[src/rtl/delta_counter_bank.sv]
// delta_counter_bank: bank of independent up/down delta counters with
// wrap/saturate mode, sticky over/underflow flag and threshold crossing pulse.
module delta_counter_bank #(
    parameter int NumChannels = 4,
    parameter int WIDTH       = 16
) (
    input  logic                         clk_i,
    input  logic                         rst_ni,
    input  logic                         clr_i,
    input  logic [NumChannels-1:0]       clear_i,
    input  logic [NumChannels-1:0]       en_i,
    input  logic [NumChannels-1:0]       load_i,
    input  logic [NumChannels-1:0]       down_i,
    input  logic [NumChannels-1:0]       sat_i,
    input  logic [NumChannels-1:0]       ovf_clr_i,
    input  logic [NumChannels*WIDTH-1:0] delta_i,
    input  logic [NumChannels*WIDTH-1:0] d_i,
    input  logic [NumChannels*WIDTH-1:0] thresh_i,
    output logic [NumChannels*WIDTH-1:0] q_o,
    output logic [NumChannels-1:0]       overflow_o,
    output logic [NumChannels-1:0]       thresh_o,
    output logic [NumChannels-1:0]       thresh_evt_o
);

    for (genvar c = 0; c < NumChannels; c++) begin : g_ch
        logic [WIDTH-1:0] q_q, q_d, dl, dv, th, diff;
        logic [WIDTH:0]   sum;
        logic             ovf_q, ovf_d, evt_q, evt_d;
        logic             wipe, under, hit;

        assign dl    = delta_i[c*WIDTH +: WIDTH];
        assign dv    = d_i[c*WIDTH +: WIDTH];
        assign th    = thresh_i[c*WIDTH +: WIDTH];
        assign wipe  = clr_i | clear_i[c];
        assign sum   = {1'b0, q_q} + {1'b0, dl};
        assign diff  = q_q - dl;
        assign under = dl > q_q;

        always_comb begin
            q_d   = q_q;
            ovf_d = ovf_q & ~ovf_clr_i[c];
            hit   = 1'b0;
            if (wipe) begin
                q_d   = '0;
                ovf_d = 1'b0;
            end else if (load_i[c]) begin
                q_d   = dv;
                ovf_d = 1'b0;
            end else if (en_i[c]) begin
                if (down_i[c]) begin
                    hit = under;
                    q_d = (under && sat_i[c]) ? '0 : diff;
                end else begin
                    hit = sum[WIDTH];
                    q_d = (sum[WIDTH] && sat_i[c]) ? '1 : sum[WIDTH-1:0];
                end
                // a fresh over/underflow beats a same-cycle flag clear
                if (hit) ovf_d = 1'b1;
            end
        end

        assign evt_d = !wipe && (q_q < th) && (q_d >= th);

        always_ff @(posedge clk_i or negedge rst_ni) begin
            if (!rst_ni) begin
                q_q   <= '0;
                ovf_q <= 1'b0;
                evt_q <= 1'b0;
            end else begin
                q_q   <= q_d;
                ovf_q <= ovf_d;
                evt_q <= evt_d;
            end
        end

        assign q_o[c*WIDTH +: WIDTH] = q_q;
        assign overflow_o[c]         = ovf_q;
        assign thresh_evt_o[c]       = evt_q;
        assign thresh_o[c]           = q_q >= th;
    end

endmodule

[config.mk]
export PLATFORM = sky130hd
export DESIGN_NAME = delta_counter_bank
export DESIGN_NICKNAME = d
export VERILOG_FILES = /design/src/rtl/delta_counter_bank.sv
export SDC_FILE = /design/constraint.sdc
export NUM_CORES = 1
export LEC_CHECK = 0
export ABC_AREA = 1
export CORE_MARGIN = 2
export CORE_UTILIZATION = 39
export DETAILED_ROUTE_END_ITERATION = 10
export HOLD_SLACK_MARGIN = 0.12
export PLACE_DENSITY = 0.6
export SLEW_MARGIN = 15
export SYNTH_ARGS = -nofsm -noshare
export SYNTH_HDL_FRONTEND = slang
export SYNTH_SLANG_ARGS = --single-unit
export TNS_END_PERCENT = 30
[constraint.sdc]
create_clock -name clk_i -period 4.2 [get_ports clk_i]
set_clock_uncertainty 0.05 [all_clocks]
set_input_delay 0.63 -clock clk_i [delete_from_list [all_inputs] [get_ports clk_i]]
set_output_delay 0.63 -clock clk_i [all_outputs]
set_load 0.05 [all_outputs]
Word-level counts from Yosys, hierarchy flattened
Cells that the tools add are included.

Logic and storage cells: 124. Input port bits: 219. Flip-flop bits (word level): 72. Output and inout bits: 76.

Reduce and logical (&&, ||, !) cells: 20. Bitwise gates (word level): 12. Mux-type cells: 56. Order comparisons: 16. Add/subtract/negate cells: 8.

Operators with widths (count): 16-bit two-way mux (24); 16-bit >= comparator (8); 16-bit by 16-bit adder with 17-bit output (4); 16-bit greater-than comparator (4); 16-bit less-than comparator (4); 16-bit subtractor (4); 1-bit two-way mux (32); 1-bit logical AND (16); 1-bit AND (4); 1-bit logical NOT (4); 1-bit NOT (4); 1-bit bitwise OR (4).

Depth between registers and ports, before layout
Depth after elaboration: 9. Mapped depth: 27.

Worst setup path before layout
No wires, ideal clock.

Kind: reg2out. Start point: register g_ch[1].q_q[15]. End point: output thresh_o[1]. Arrival: 2967 ps. Setup slack: 553 ps. Stages on the path, launching flop included: 6. Data required time: 3520 ps. Cell sequence: dfrtp_1 > ha_1 > nand2_1 > nor2_1 > nand4_1 > o41ai_1.

Word-level cells in the longest chain between the ends: 1.

RTL lines: start, declared (line 26) `logic [WIDTH-1:0] q_q, q_d, dl, dv, th, diff;`; start signal, assigned (line 70) `q_q <= q_d;`; 16-bit >= comparator (line 79) `assign thresh_o[c] = q_q >= th;`; end, declared (line 21) `output logic [NumChannels-1:0] thresh_o,`.

Every way passes these cells.

Worst setup path in the final report
Start point: input thresh_i[3]. End point: output thresh_o[0].

Word-level cells in the longest chain between the ends: 1.

RTL lines: start, declared (line 18) `input logic [NumChannels*WIDTH-1:0] thresh_i,`; 16-bit >= comparator (line 79).

Every way passes these cells.

==> metrics <==
Setup violations, final=0; Synth Area in Compound Gates=0.137; Tcrit/Tclk final=0.946; fin cells=3418; I/O Pins=295; H-tree depth=3; vias=17.5k; simple-gate share of the synthesized area=0.351; initial antenna violation count=2; Final ANT Viol Nets=0; Slew HR=0.296; largest family of logic cells by synthesized area=simple AND/OR/NAND/NOR gates; fin nets=3370; Buffers on Ports=294; via/cell ratio=5.13; Post-CTS Setup Inserts=0; Synth area leader=ha_1; most frequent cell after synthesis=nand2_1; hpwl dp=49500 µm; maximum clock path buffer count=2; leak pwr=0.0109 µW; worst-path fanout max=2; area delta synth->final=24.5%; Fmax=252 MHz; clock sink count=72; max-cap violation count=0; top cells by count, synth=nand2_1, inv_1, a21oi_1; post-synthesis cell type count=44; crit end category=output port; clock-pin slew on the worst setup and hold paths=0.07 ns; CP cell instances=clkdlybuf4s50_1 -> inv_1 -> ha_1 -> nand2_1 -> inv_1 -> a221oi_1 -> nor2_1 -> o21ai_0 -> nand3_1 -> clkdlybuf4s50_1; DRT iter0 DRCs=1191; worst path bufs/invs=4; Min Hold Slack=0.406 ns; Cells after DPL=3401; Hold WC Path Type=primary input to async pin; post-DR wirelength/cell=17.1 µm; largest net degree at the start of global routing=73; share of cells above drive strength 1=0.0484; Die Span X=204 µm; Primary FF master, synth=dfrtp_1; Worst Setup Start Kind=primary input; # DRC=0; filler cell count=4217; share of synthesized flip-flops with an asynchronous set or reset=1.00; RD Place Congestion=0.958; min Tclk post-route=3.97 ns; post-synthesis adder-cell area fraction=0.217; multiplexer share of the synthesized area=0; FF+latch count, synth=72; GRT Total Usage=0.277; Synth top area share=0.206; RSZ-0062 raised after global routing=false; crit path kind=primary input to output port; Worst-Margin Slew=1.06 ns; cell area after synthesis=0.0155 mm²; Worst Path Required=3.52 ns; outcome=finished, final reports clean; Syn Nets=3102; crit-path leading delay family=buffers and inverters; Final Hold Fails=0; Overflow after GRT=0; YS warnings=0; core area=0.0395 mm²; Starting Density=0.393; worst stage delay on the critical path=0.74 ns; Arrival @ worst endpoint=3.29 ns; Clock Tree Root=clkbuf_16; sequential fraction of the synthesis area=0.116; Cells after Synth=2619; Final Max Slew Viols=0; latest clock arrival within the worst-skew pair=0.35 ns; TritonCTS clock tree=yes; Post-synth EDFFs=0; Critical-path top delay cell=clkdlybuf4s50_1; CTS buffer count=9; main area contributors after synthesis=ha_1, nand2_1, dfrtp_1; die area=0.0414 mm²; DRT Pass-1 Iters=6; # rows=73; first-pass GRT wire length=90300 µm; vias in the first global route=16.8k; Max VDD drop=0.000179 V; WL final=58400 µm; Synth Area in XOR/XNOR=0.0276; syn_area_per_cell=5.93 µm²; die height=204 µm; Pwr per Cell Area=186 mW/mm²
-- flip-flops by register name, summed over array words and instances (netlist names) --
name        flops
g_ch.q_q       64
g_ch.evt_q      4
g_ch.ovf_q      4
-- routing by layer --
| metal | GRT usage | wire length (µm) | vias to the layer above | part of all wire |
|---|---|---|---|---|
| met2 | 0.448 | 26200 | 570 | 0.45 |
| met5 | 0 | 16 | - | 0.00027 |
| met4 | 0.0850 | 1710 | 2 | 0.029 |
| met3 | 0.0468 | 4100 | 78 | 0.070 |
| li1 | - | - | 8926 | - |
| met1 | 0.376 | 26400 | 7969 | 0.45 |
-- layout make-up --
| type | instances | area (µm²) | share of cell area |
|---|---|---|---|
| Inverter | 482 | 1810 | 0.0935 |
| Clock inverter | 5 | 56.3 | 0.00291 |
| Clock buffer | 11 | 243 | 0.0125 |
| Timing Repair Buffer | 354 | 3390 | 0.175 |
| Sequential cell | 72 | 1800 | 0.0931 |
| Multi-Input combinational cell | 1968 | 11400 | 0.589 |
| Antenna cell | 1 | 2.50 | 0.000129 |
| Tap cell | 525 | 657 | 0.0340 |
-- layout by cell type, fill, tap and decap left out, types with 3 or more instances in the layout --
cell             count
nand2_1            735
inv_1              468
clkdlybuf4s50_1    292
a21oi_1            264
ha_1               252
nand3_1            241
nor2_1             125
o21ai_0             93
dfrtp_1             72
buf_4               62
nand4_1             61
xor2_1              49
nor3_1              27
and2_1              17
o21bai_1            16
nor2_2              11
inv_2               10
nand2_2             10
clkbuf_16            9
fa_1                 8
o21ai_1              6
o211ai_1             6
nor3_2               5
or2_2                5
o21a_1               5
clkinv_1             4
ha_2                 4
nand2_4              3
nand3_4              3
nor2_4               3
nand3_2              3
o221a_2              3
-- power by group --
| part | total (µW) | internal [µW] | switching [µW] |
|---|---|---|---|
| clock | 814 | 476 | 338 |
| sequential | 786 | 726 | 59.8 |
| combinational | 2000 | 765 | 1240 |
-- final timing paths --
check | startpoint | end | cells after the start | slack [ns]
max in group asynchronous | rst_ni | g_ch[3].q_q[15] | 1 | 3.00
setup / recovery | thresh_i[3] | thresh_o[0] | 10 | 0.23
min in group clk_i | g_ch[1].ovf_q | g_ch[1].ovf_q | 2 | 0.48
setup reg to reg | g_ch[3].q_q[10] | g_ch[3].evt_q | 19 | 0.71
hold / removal | rst_ni | g_ch[3].q_q[4] | 1 | 0.41
hold reg to reg | g_ch[1].ovf_q | g_ch[1].ovf_q | 2 | 0.48
-- per-stage QoR --
step                area [µm²]  worst slack, ns  power (µW)  setup TNS (ns)   util
finish                   19300            0.226        3600               0  0.489
global route             19300           0.0532        3880               0  0.489
global placement         19000          -0.0265        2770         -0.0265  0.481
detailed placement       19000          -0.0603        2770         -0.0603  0.481
CTS                      19300            0.257        3610               0  0.489
floorplan                15500            0.553        2040               0      -
-- what timing repair did --
action                     4_1_cts  5_1_grt
resized for setup                0        5
setup endpoints to repair        0        2
hold buffers                     0        0
-- cell families (layout without fill, tap and decap cells) --
| logic type | after synthesis | after routing |
|---|---|---|
| simple gates | 1253 | 1253 |
| buf+inv | 579 | 852 |
| compound gates | 402 | 402 |
| fa+ha+maj | 264 | 264 |
| flops | 72 | 72 |
| xor+xnor | 49 | 49 |
| other cells | 0 | 1 |
No activity file was read; power rests on OpenSTA's default activity.
